## src/rtl/mem_access.sv

```systemverilog
// Data-memory access stage: LW/SW request/ack handshake with stall, timeout and load return.
// Optional misaligned-access trap enabled by defining MEM_ACCESS_MISALIGN_TRAP_EN.
module mem_access #(
  parameter int unsigned TIMEOUT = 255
) (
  input  logic        clk,
  input  logic        rst,
  input  logic        op_valid,
  input  logic [5:0]  opcode,
  input  logic [31:0] addr,
  input  logic [31:0] wdata,
  output logic        stall,
  output logic [31:0] rdata,
  output logic        rdata_valid,
  output logic        bus_err,
  output logic        misalign,
  output logic        mem_req,
  output logic        mem_we,
  output logic [31:0] mem_addr,
  output logic [31:0] mem_wdata,
  input  logic        mem_ack,
  input  logic [31:0] mem_rdata
);

  localparam logic [5:0] OP_LW = 6'b100011;
  localparam logic [5:0] OP_SW = 6'b101011;
  localparam logic [7:0] TO_LAST = 8'(TIMEOUT - 1);

  typedef enum logic [1:0] {
    S_IDLE = 2'd0,
    S_REQ  = 2'd1,
    S_DONE = 2'd2
  } state_t;

  state_t      state_q, state_d;
  logic [7:0]  cnt_q, cnt_d;
  logic        mem_req_q, mem_req_d;
  logic        mem_we_q, mem_we_d;
  logic [31:0] mem_addr_q, mem_addr_d;
  logic [31:0] mem_wdata_q, mem_wdata_d;
  logic [31:0] rdata_q, rdata_d;
  logic        rdata_valid_q, rdata_valid_d;
  logic        bus_err_q, bus_err_d;
  logic        is_mem;

  assign is_mem = (opcode == OP_LW) || (opcode == OP_SW);

`ifdef MEM_ACCESS_MISALIGN_TRAP_EN
  logic misalign_q, misalign_d;
  assign misalign = misalign_q;
`else
  logic unused_addr_lo;
  assign unused_addr_lo = ^addr[1:0];
  assign misalign = 1'b0;
`endif

  always_comb begin
    state_d       = state_q;
    cnt_d         = cnt_q;
    mem_req_d     = mem_req_q;
    mem_we_d      = mem_we_q;
    mem_addr_d    = mem_addr_q;
    mem_wdata_d   = mem_wdata_q;
    rdata_d       = rdata_q;
    rdata_valid_d = 1'b0;
    bus_err_d     = 1'b0;
`ifdef MEM_ACCESS_MISALIGN_TRAP_EN
    misalign_d    = 1'b0;
`endif
    case (state_q)
      S_IDLE: begin
        if (op_valid && is_mem) begin
          mem_addr_d  = {addr[31:2], 2'b00};
          mem_wdata_d = wdata;
          mem_we_d    = (opcode == OP_SW);
          cnt_d       = 8'd0;
`ifdef MEM_ACCESS_MISALIGN_TRAP_EN
          if (addr[1:0] != 2'b00) begin
            state_d    = S_DONE;
            misalign_d = 1'b1;
            rdata_d    = 32'd0;
          end else begin
            state_d   = S_REQ;
            mem_req_d = 1'b1;
          end
`else
          state_d   = S_REQ;
          mem_req_d = 1'b1;
`endif
        end
      end
      S_REQ: begin
        if (mem_ack) begin
          state_d   = S_DONE;
          mem_req_d = 1'b0;
          if (!mem_we_q) begin
            rdata_d       = mem_rdata;
            rdata_valid_d = 1'b1;
          end
        end else if (!mem_req_q) begin
          // request already dropped last cycle: counter has hit the limit
          state_d   = S_DONE;
          bus_err_d = 1'b1;
          if (!mem_we_q) begin
            rdata_d       = 32'd0;
            rdata_valid_d = 1'b1;
          end
        end else begin
          cnt_d = cnt_q + 8'd1;
          if (cnt_q == TO_LAST) mem_req_d = 1'b0;
        end
      end
      S_DONE: state_d = S_IDLE;
      default: state_d = S_IDLE;
    endcase
  end

  always_ff @(posedge clk) begin
    if (rst) begin
      state_q       <= S_IDLE;
      cnt_q         <= 8'd0;
      mem_req_q     <= 1'b0;
      mem_we_q      <= 1'b0;
      mem_addr_q    <= 32'd0;
      mem_wdata_q   <= 32'd0;
      rdata_q       <= 32'd0;
      rdata_valid_q <= 1'b0;
      bus_err_q     <= 1'b0;
`ifdef MEM_ACCESS_MISALIGN_TRAP_EN
      misalign_q    <= 1'b0;
`endif
    end else begin
      state_q       <= state_d;
      cnt_q         <= cnt_d;
      mem_req_q     <= mem_req_d;
      mem_we_q      <= mem_we_d;
      mem_addr_q    <= mem_addr_d;
      mem_wdata_q   <= mem_wdata_d;
      rdata_q       <= rdata_d;
      rdata_valid_q <= rdata_valid_d;
      bus_err_q     <= bus_err_d;
`ifdef MEM_ACCESS_MISALIGN_TRAP_EN
      misalign_q    <= misalign_d;
`endif
    end
  end

  assign stall       = ((state_q == S_IDLE) && op_valid && is_mem) || (state_q == S_REQ);
  assign rdata       = rdata_q;
  assign rdata_valid = rdata_valid_q;
  assign bus_err     = bus_err_q;
  assign mem_req     = mem_req_q;
  assign mem_we      = mem_we_q;
  assign mem_addr    = mem_addr_q;
  assign mem_wdata   = mem_wdata_q;

endmodule

```

## config.mk

```make
export PLATFORM = sky130hd
export DESIGN_NAME = mem_access
export DESIGN_NICKNAME = d
export VERILOG_FILES = /design/src/rtl/mem_access.sv
export SDC_FILE = /design/constraint.sdc
export NUM_CORES = 1
export LEC_CHECK = 0
export ABC_AREA = 0
export CAP_MARGIN = 20
export CORE_MARGIN = 4
export CORE_UTILIZATION = 35
export DETAILED_ROUTE_END_ITERATION = 10
export PLACE_DENSITY = 0.67
export SYNTH_ARGS = -nofsm -noshare
export SYNTH_HDL_FRONTEND = slang
export SYNTH_SLANG_ARGS = --single-unit
```

## constraint.sdc

```tcl
create_clock -name clk -period 2.9 [get_ports clk]
set_input_delay 0.87 -clock clk [delete_from_list [all_inputs] [get_ports clk]]
set_output_delay 0.87 -clock clk [all_outputs]
set_load 0.01 [all_outputs]
```

; ---- Yosys cells after proc, flatten, opt, wreduce, memory -nomap -nowiden
; Index checks and enable logic that the tools add are counted.
[totals]
ff_bits = 108
in_bits = 106
out_inout_bits = 102
elab_cells = 56
[classes]
addsub = 1
n_eq_ne = 9
muxes = 21
n_bitwise = 2
reduce_logical = 14
[ops]
columns = operator, count
row1 = 32-bit two-way mux, 4
row2 = 8-bit two-way mux, 3
row3 = 8-bit case mux with 2 select lines, 1
row4 = 6-bit equality test (second input constant), 2
row5 = 8-bit by 1-bit adder with 8-bit output (second input constant), 1
row6 = 8-bit equality test (second input constant), 1
row7 = 1-bit two-way mux, 8
row8 = 2-bit != test (second input constant), 4
row9 = 2-bit two-way mux, 3
row10 = 2-bit AND reduction, 3
row11 = 2-bit case mux with 2 select lines, 1
row12 = 4-bit AND reduction, 1
row13 = 1-bit logical AND, 3
row14 = 3-bit != test (second input constant), 1
row15 = 3-bit AND reduction, 1
row16 = 3-bit OR reduction, 1
row17 = 2-bit by 1-bit equality test with 1-bit output (second input constant), 1
row18 = 2-bit logical NOT, 1
row19 = 1-bit logical OR, 2
row20 = 1-bit inverter, 2
row21 = 1-bit case mux with 2 select lines, 1
row22 = 2-bit nonzero test, 1
row23 = 2-bit OR reduction, 1

; ---- Logic depth before layout (Yosys ltp)
[logic_depth]
depth_word = 5
depth_mapped = 6
depth_no_buf = 5

; ---- Worst setup path before layout
; No wires, ideal clock.
[synth_path]
path_type = in2out
startpoint = input opcode[2]
endpoint = output stall
t_arrival_ps = 1579
required_ps = 2030
slack_ps = 451
path_stages = 4
n_path_buf = 1
cell_sequence = nor4bb_1 -> buf_2 -> nand2_1 -> nand2_1
[synth_via]
elab_chain_len = 4
word_cells_on_any_way = 5
cone_classes = eq/ne (2) / reduce/logical (3)
[synth_rtl]
columns = item, line
row1 = from (decl), 9  ; input logic [5:0] opcode,
row2 = 6-bit equality test, 46  ; assign is_mem = (opcode == OP_LW) || (opcode == OP_SW);
row3 = 1-bit logical OR (*), 46
row4 = 1-bit logical AND (*), 148  ; assign stall = ((state_q == S_IDLE) && op_valid && is_mem) || (state_q == S_REQ);
row5 = 1-bit logical OR (*), 148
row6 = to (decl), 12  ; output logic stall,
; Every way passes the cells marked *; elsewhere a longest branch is shown, timed or not.

; ---- Worst setup path after layout
[layout_path]
startpoint = input opcode[1]
endpoint = register mem_req_q, in the netlist mem_req
[layout_via]
elab_chain_len = 5
word_cells_on_any_way = 6
cone_classes = eq/ne (3) / reduce/logical (3)
[layout_rtl]
columns = item, line
row1 = 6-bit equality test, 46
row2 = 1-bit logical OR (*), 46
row3 = 1-bit logical AND (*), 72  ; if (op_valid && is_mem) begin
row4 = 2-bit != test (no source line) (*), n/a
row5 = 2-bit AND reduction (no source line) (*), n/a
row6 = to (signal assigned), 135  ; mem_req_q <= mem_req_d;
row7 = to (decl), 37  ; logic mem_req_q, mem_req_d;
; Marks and branches as above.
; A chain may end at the register's enable or synchronous reset.

==> results.json <==
{
  "r2r-start": "state_q[1]",
  "slew_viol_final": 0,
  "synth_seq_cells": 108,
  "intPower_uw": 2330,
  "synth_common_cells": "dfxtp_1, a21oi_1, nand3_1",
  "period_share_pct": 96.6,
  "drt_wl_total_um": 14300,
  "seqPwrFrac_pct": 50.1,
  "gp_congestion": 0.793,
  "worst_pin_slew_ps": 805,
  "min_to": "rdata[28]",
  "ctsHoldBuffers": 0,
  "worstPathCellList": "clkdlybuf4s50_1 > and4bb_2 > nand2_1 > buf_4 > buf_4 > buf_4 > buf_4 > buf_4 > buf_4 > buf_4 > buf_4 > buf_4 > buf_4 > a211oi_2",
  "cp.required_ps": 3160,
  "avgSynthCellArea_sq_um": 8.59,
  "leakagePower_uw": 0.00222,
  "power_density_nw_per_um2": 427,
  "viasPerCell": 5.39,
  "drtPass1Iterations": 5,
  "syn_area_sq_um": 4490,
  "yosys.area.top_type_share_pct": 48.2,
  "clockBufferDepth": 2,
  "clock_latency_ps": 340,
  "drv_cap": 0,
  "initial_core_util_pct": 35.7,
  "io_buffer_count": 202,
  "crit_path_start_kind": "primary input",
  "place_hpwl_um": 9440,
  "peakVddDrop_uv": 221,
  "multi_input_area_sq_um": 2070,
  "synth_edf_count": 0,
  "placementRows": 41,
  "grt_pass1_vias": 4462,
  "yosysUniqueCellTypes": 35,
  "cp_common_cell": "buf_4",
  "rr_endpoint": "mem_req",
  "ff2ff_path_depth": 13,
  "status": "completed",
  "swShare_pct": 21.8,
  "clock.fmax_mhz": 357,
  "hp-start": "rdata[28]",
  "cp_slowest_cell": "clkdlybuf4s50_1",
  "drive_above_1_share_pct": 7.68,
  "worstPathArrival_ps": 3060,
  "grt_pass1_wl_um": 22400,
  "path_class": "in2reg",
  "cts_made_buffers": 9,
  "synth-seq-area-share_pct": 48.2,
  "hold_slack_ps": 467,
  "ys_top_cells_by_area": "dfxtp_1, a21oi_1, nand3_1, o21ai_0, nand4b_1",
  "n_antenna_cell": 0,
  "cts_tree": "done",
  "cts_root_buffer": "clkbuf_16",
  "hp-class": "reg2reg",
  "fill_cells": 1153,
  "finalSetupTns_ps": 0,
  "wl_per_cell_um": 16.3,
  "rsz0062_at_grt": "false",
  "yosysMostFrequentCell": "dfxtp_1",
  "grt_max_degree": 76,
  "finalNetCount": 807,
  "fin_crit_ps": 2800,
  "rrSetupSlack_ps": 640,
  "fin_worst_skew_ps": 6.33,
  "hold_depth": 2,
  "ant_nets": 0,
  "clkPwrFrac_pct": 40.7,
  "netlist_instances": 522,
  "area_growth_pct": 55.9,
  "postSynth.asyncResetShare_pct": 0,
  "synth_top_cell_by_area": "dfxtp_1",
  "synthFlopType": "dfxtp_1",
  "path_max_fanout": 2,
  "ff_latch_area_sq_um": 2160,
  "detailedRoute.firstIterationViolations": 335,
  "dieArea_sq_um": 14700,
  "p_comb_share_pct": 9.2,
  "fp.dieW_um": 121,
  "antenna_found_initial": 0,
  "core_sq_um": 12600,
  "die_h_um": 121,
  "cp-end-kind": "register",
  "relSlewSlack_pct": 46.3,
  "clkSlewWorstSetupHoldPaths_ps": 70,
  "switchingPower_uw": 649,
  "ys.warnings.count": 0,
  "htree_levels": 3,
  "hold_viol": 0,
  "drt_drc_violations_left": 0,
  "setup_viol": 0,
  "ios": 208,
  "vias": 4713,
  "clock_sinks": 108,
  "grtUsageTotal_pct": 18.4,
  "grt.overflow.total": 0,
  "p_total_uw": 2980,
  "critPathMaxStageDelay_ps": 480
}
-- cell families (layout without fill, tap and decap cells) --
| kind of cell | Yosys count | in the layout | synth area share, % |
|---|---|---|---|
| and+or+nand+nor | 128 | 128 | 18.2 |
| AOI/OAI and AO/OA | 210 | 210 | 26.0 |
| buffers and inverters | 72 | 251 | 6.69 |
| muxes | 1 | 1 | 0.251 |
| DFF | 108 | 108 | 48.2 |
| other | 1 | 3 | 0.0836 |
| adders and majority gates | 2 | 2 | 0.558 |
-- layout make-up --
type / count / area share, %
clock buffer: 11 / 3.47
clock inverter: 4 / 0.716
inverter: 5 / 0.268
multi-input combinational: 344 / 29.5
sequential: 108 / 30.9
tap: 172 / 3.08
timing repair buffer: 231 / 32.0
-- worst max-delay path, delay by kind of cell --
kind | cells | cell delay [ps]
AO/OA/AOI/OAI | 1 | 160
AND/OR/NAND/NOR | 2 | 320
buffers and inverters | 11 | 1710
-- routing by layer --
layer | share of wire [%] | vias to the layer above | wire length [um] | track usage, %
li1 | - | 2286 | - | -
met1 | 44 | 2232 | 6260 | 23.7
met2 | 47 | 173 | 6690 | 29.6
met3 | 7.6 | 22 | 1080 | 5.59
met4 | 1.8 | 0 | 259 | 6.02
met5 | 0 | - | 0 | 0
-- metrics by stage --
stage	std cells	worst slack, ps	util, %	cell area (sq um)
floorplan	524	451	-	4490
global placement	851	-481	52.7	6630
detailed placement	851	-510	52.7	6630
CTS	875	30.8	55.6	6990
global route	875	17.1	55.6	6990
finish	875	98.2	55.6	6990
-- power groups by stage --
stage               sequential [uW]  combinational, uW  clock, uW
floorplan                      1530               84.7          0
global placement               1530                274          0
detailed placement             1530                274          0
CTS                            1490                275       1260
global route                   1490                293       1310
finish                         1490                274       1220
-- worst max-delay path by stage --
stage                         start       to  slack [ps]  cells after the start
after detailed placement  opcode[2]    stall        -510                      5
after global routing      opcode[4]  mem_req          20                     14
after global placement     op_valid    stall        -480                      5
after floorplan           opcode[2]    stall         450                      4
final                     opcode[1]  mem_req         100                     14
after CTS                 opcode[5]    stall          30                      5
-- placed cells by master, fill, tap and decap left out, drive strengths merged, types with 5 or more instances in the layout --
master / synthesis / final
a21oi: 99 / 99
buf: 21 / 31
clkbuf: 46 / 11
clkdlybuf4s50: 0 / 196
dfxtp: 108 / 108
inv: 5 / 5
nand2: 5 / 5
nand3: 67 / 67
nand4b: 32 / 32
o211ai: 5 / 5
o21ai: 65 / 65
o31ai: 33 / 33
-- sequential cells by signal, indices dropped and copies added, names as in the netlist --
signal / flops
mem_we: 1
state_q: 2
rdata: 32
bus_err: 1
mem_wdata: 32
mem_req: 1
mem_addr: 30
rdata_valid: 1
cnt_q: 8
-- what timing repair did --
item	4_1_cts	5_1_grt
pin swaps	3	1
setup endpoints to repair	1	3
setup buffers	9	0
gates resized for setup	9	1
gates cloned	0	0
Note: power is estimated with default switching activity, not from simulation.
